`config.mk`:
```
export PLATFORM = sky130hd
export DESIGN_NAME = counter_n_mod
export DESIGN_NICKNAME = d
export VERILOG_FILES = /design/src/rtl/counter_n_mod.sv
export SDC_FILE = /design/constraint.sdc
export NUM_CORES = 1
export LEC_CHECK = 0
export CORE_ASPECT_RATIO = 1.4
export CORE_UTILIZATION = 50
export CTS_BUF_LIST = sky130_fd_sc_hd__clkbuf_16
export CTS_CLUSTER_DIAMETER = 30
export DETAILED_ROUTE_END_ITERATION = 8
export PLACE_DENSITY = 0.82
export SYNTH_ARGS = -nofsm -noshare
export SYNTH_HDL_FRONTEND = slang
export SYNTH_SLANG_ARGS = --single-unit
```
`constraint.sdc`:
```
create_clock -name clk -period 6.3 [get_ports clk]
set_input_delay 1.89 -clock clk [delete_from_list [all_inputs] [get_ports clk]]
set_output_delay 1.89 -clock clk [all_outputs]
set_load 0.05 [all_outputs]
```
`src/rtl/counter_n_mod.sv`:
```
// counter_n_mod: up/down counter over 0..MAX with variable step,
// selectable modulo-wrap or saturate at the bounds, a one-cycle
// crossing pulse (wrap) and a sticky crossing flag (ovf).
module counter_n_mod #(
  parameter int WIDTH  = 8,
  parameter int STEP_W = 2,
  parameter int MAX    = 2**WIDTH-1
) (
  input  logic              clk,
  input  logic              nReset,
  input  logic              nE,
  input  logic              nLoad,
  input  logic [WIDTH-1:0]  load_val,
  input  logic              up,
  input  logic [STEP_W-1:0] step,
  input  logic              sat,
  output logic [WIDTH-1:0]  count,
  output logic              wrap,
  output logic              ovf,
  output logic              at_max,
  output logic              at_zero
);

  // One extra bit so sums/differences never truncate before the bound test.
  localparam logic [WIDTH:0] MAX_X = (WIDTH+1)'(MAX);
  localparam logic [WIDTH:0] MOD_X = MAX_X + 1'b1;

  logic [WIDTH-1:0] count_q, count_d;
  logic             wrap_q,  wrap_d;
  logic             ovf_q,   ovf_d;

  logic [WIDTH:0] cnt_x, stp_x, stp_m, sum_x, up_w, dn_w, nxt_x;
  logic           unused_top;

  // Next-state: load > enable > hold. Modulo results reduce the step by
  // MOD_X first, so steps larger than MAX+1 still wrap correctly.
  always_comb begin
    cnt_x   = {1'b0, count_q};
    stp_x   = (WIDTH+1)'(step);
    stp_m   = stp_x % MOD_X;
    sum_x   = cnt_x + stp_x;
    up_w    = cnt_x + stp_m;
    if (up_w >= MOD_X) up_w = up_w - MOD_X;
    dn_w    = cnt_x + MOD_X - stp_m;
    if (dn_w >= MOD_X) dn_w = dn_w - MOD_X;
    nxt_x   = cnt_x;
    wrap_d  = 1'b0;
    ovf_d   = ovf_q;
    if (!nLoad) begin
      nxt_x = ({1'b0, load_val} > MAX_X) ? MAX_X : {1'b0, load_val};
      ovf_d = 1'b0;
    end else if (!nE) begin
      if (up) begin
        if (sum_x > MAX_X) begin
          nxt_x  = sat ? MAX_X : up_w;
          wrap_d = 1'b1;
          ovf_d  = 1'b1;
        end else begin
          nxt_x  = sum_x;
        end
      end else begin
        if (stp_x > cnt_x) begin
          nxt_x  = sat ? '0 : dn_w;
          wrap_d = 1'b1;
          ovf_d  = 1'b1;
        end else begin
          nxt_x  = cnt_x - stp_x;
        end
      end
    end
    count_d = nxt_x[WIDTH-1:0];
  end

  // Results are always <= MAX, so the carry bit is never needed here.
  assign unused_top = nxt_x[WIDTH];

  // State registers, cleared asynchronously.
  always_ff @(posedge clk or negedge nReset) begin
    if (!nReset) begin
      count_q <= '0;
      wrap_q  <= 1'b0;
      ovf_q   <= 1'b0;
    end else begin
      count_q <= count_d;
      wrap_q  <= wrap_d;
      ovf_q   <= ovf_d;
    end
  end

  assign count   = count_q;
  assign wrap    = wrap_q;
  assign ovf     = ovf_q;
  assign at_max  = (count_q == MAX_X[WIDTH-1:0]);
  assign at_zero = (count_q == '0);

endmodule

```
==> impl_metrics.json <==
{
  "status": "complete, no violations",
  "synth.avg_cell_area_um2": 8.80,
  "layout.cells.non_filler": 163,
  "dieWidth_um": 40.8,
  "clock.fmax_ghz": 0.229,
  "worst_setup_path_end_kind": "output port",
  "drv_slew": 0,
  "ctsResizeCount": 0,
  "fin_area_mm2": 0.00137,
  "cp.arrival_ps": 2470,
  "synth_edf_count": 0,
  "grt_pass1_vias": 1089,
  "ir_worst_vdd_v": 0.000230,
  "clock-sinks": 10,
  "worst_hold_path_type": "reg -> reg",
  "area_delta_synth_final_pct": 30.0,
  "fin_crit_ps": 4360,
  "yosysTopAreaCellShare": 0.237,
  "cts-root-buf": "clkbuf_16",
  "finalWirelength_mm": 2.88,
  "yosysWarnings": 0,
  "cts_buffer_depth": 2,
  "grt_overflow_total": 0,
  "cts_buffers": 3,
  "worst_pin_slew_ps": 581,
  "initial_core_util": 0.535,
  "cts_hold_buf": 0,
  "finalHoldViolations": 0,
  "place_area_mm2": 0.00129,
  "row_count": 19,
  "cp.required_ps": 4410,
  "clk_pin_slew_ps": 40,
  "setup_tns_ps": 0,
  "insertion_delay_ps": 250,
  "ios": 28,
  "ys_seq_area_frac": 0.237,
  "num_antenna_cells": 0,
  "startpoint_type": "register",
  "syn_area_mm2": 0.00106,
  "num-fill-cells": 157,
  "wl_per_cell_um": 17.6,
  "maxCapViolations": 0,
  "core-area_mm2": 0.00197,
  "setup_violations": 0,
  "critPathKind": "reg -> out",
  "yosysTopAreaCell": "dfrtp_1",
  "drive_above_1_share": 0.0986,
  "ant_nets": 0,
  "synth_cell_type_count": 48,
  "cp_cell_sequence": "or4_4, nor4_1, clkdlybuf4s50_1",
  "layout_commonest_cell": "clkdlybuf4s50_1",
  "relSlewSlack": 0.612,
  "grt_usage": 0.300,
  "synth_ff_type": "dfrtp_1",
  "cts_tree": "yes",
  "synth_cells": 120,
  "power_density_mw_per_mm2": 275,
  "async_flop_share": 1.00,
  "portBuffers": 27,
  "skew_ps": 2.14,
  "max_stage_delay_ps": 850,
  "syn_nets": 142,
  "dp.cells": 159,
  "mostFrequentLayoutCells": "clkdlybuf4s50_1 (27), dfrtp_1 (10), a21oi_1 (9)",
  "drc": 0,
  "cp_slowest_cell": "clkdlybuf4s50_1",
  "critPathMaxFanout": 10,
  "antenna_found_initial": 0,
  "grt_max_degree": 17,
  "grt_pass1_wl_mm": 4.73,
  "crit_buf_inv": 1,
  "die_h_um": 56.4,
  "dieArea_mm2": 0.00230,
  "drt_iter0_drc": 43,
  "dr.pass1.iters": 4,
  "dp.final_hpwl_mm": 2.08,
  "synth_area_leaders": "dfrtp_1 (24%), ha_1 (4.7%), a21oi_1 (4.3%), nor4_4 (4.0%), fa_1 (3.8%)",
  "vias_per_cell": 6.58,
  "nNetsFinal": 165,
  "cp_top_family": "simple AND/OR/NAND/NOR gates",
  "ys_ff_latch": 10,
  "vias": 1073,
  "cts_setup_buffers": 0,
  "gp_congestion": 0.909,
  "grt_setup_unrepaired": "false",
  "htreeDepth": 1,
  "p_leak_nw": 0.523,
  "period_share": 0.692
}
[stage by stage]
stage	power (mW)	setup slack [ps]	hold WS, ps	utilization
after floorplan	0.214	1580	814	-
after CTS	0.376	1930	487	0.696
after detailed placement	0.255	2040	473	0.656
after global placement	0.252	2090	468	0.656
after global routing	0.394	1820	511	0.696
final	0.377	1940	482	0.696
[sequential cells by signal, indices dropped and copies added, names as in the netlist]
name	cells
wrap	1
ovf	1
count	8
[report_power, final]
| group | internal, mW | switching (mW) | leakage [nW] | total, mW |
|---|---|---|---|---|
| Clock | 0.0837 | 0.0355 | 0.0385 | 0.119 |
| Combinational | 0.0635 | 0.0877 | 0.362 | 0.151 |
| Sequential | 0.0736 | 0.0330 | 0.123 | 0.107 |
| Total | 0.221 | 0.156 | 0.523 | 0.377 |
[final cells by class]
class                           count  area (um2)  share of cell area
Sequential cell                    10         250               0.182
Clock inverter                      1        3.75             0.00273
Tap cell                           21        26.3              0.0191
Multi-Input combinational cell     93         717               0.522
Clock buffer                        3        75.1              0.0547
Timing Repair Buffer               27         270               0.197
Inverter                            8        30.0              0.0219
[final timing paths]
check / startpoint / to / slack (ps) / cells past startpoint
min: ovf / ovf / 480 / 1
min in group asynchronous: nReset / count[5] / 1980 / 1
max in group asynchronous: nReset / count[0] / 3990 / 1
min reg2reg: ovf / ovf / 480 / 1
max reg2reg: count[0] / count[3] / 3850 / 8
max: count[6] / at_zero / 1940 / 3
[per-layer routing]
metal / vias up / track usage / share of wire / routed length [um]
li1: 497 / - / - / -
met4: 0 / 0.195 / 0.036 / 104
met5: - / 0 / 0 / 0
met2: 59 / 0.449 / 0.50 / 1440
met1: 500 / 0.342 / 0.38 / 1100
met3: 17 / 0.0949 / 0.080 / 231
[logic make-up (layout without fill, tap and decap cells)]
family	after synthesis	after routing	synth area share
mux	3	3	0.0296
fa+ha+maj	6	6	0.0853
compound gates	39	39	0.254
flops	10	10	0.237
buf+inv	17	39	0.0841
xor+xnor	2	2	0.0166
simple gates	43	43	0.294
[synthesized netlist by cell type (all sizes together) (2+ instances only)]
master  number
nor2b        6
a31oi        6
nor3         4
a21oi        9
o21a         2
fa           2
nand2        6
dfrtp       10
mux2i        2
o21ai        5
inv          8
buf          6
clkbuf       3
or3b         2
nand2b       4
a211oi       3
xor2         2
ha           4
o31ai        2
nor3b        3
and3         2
nor4         4
nor2         4
nand4        3
and2         2
Power figures use the tool's default switching activity.
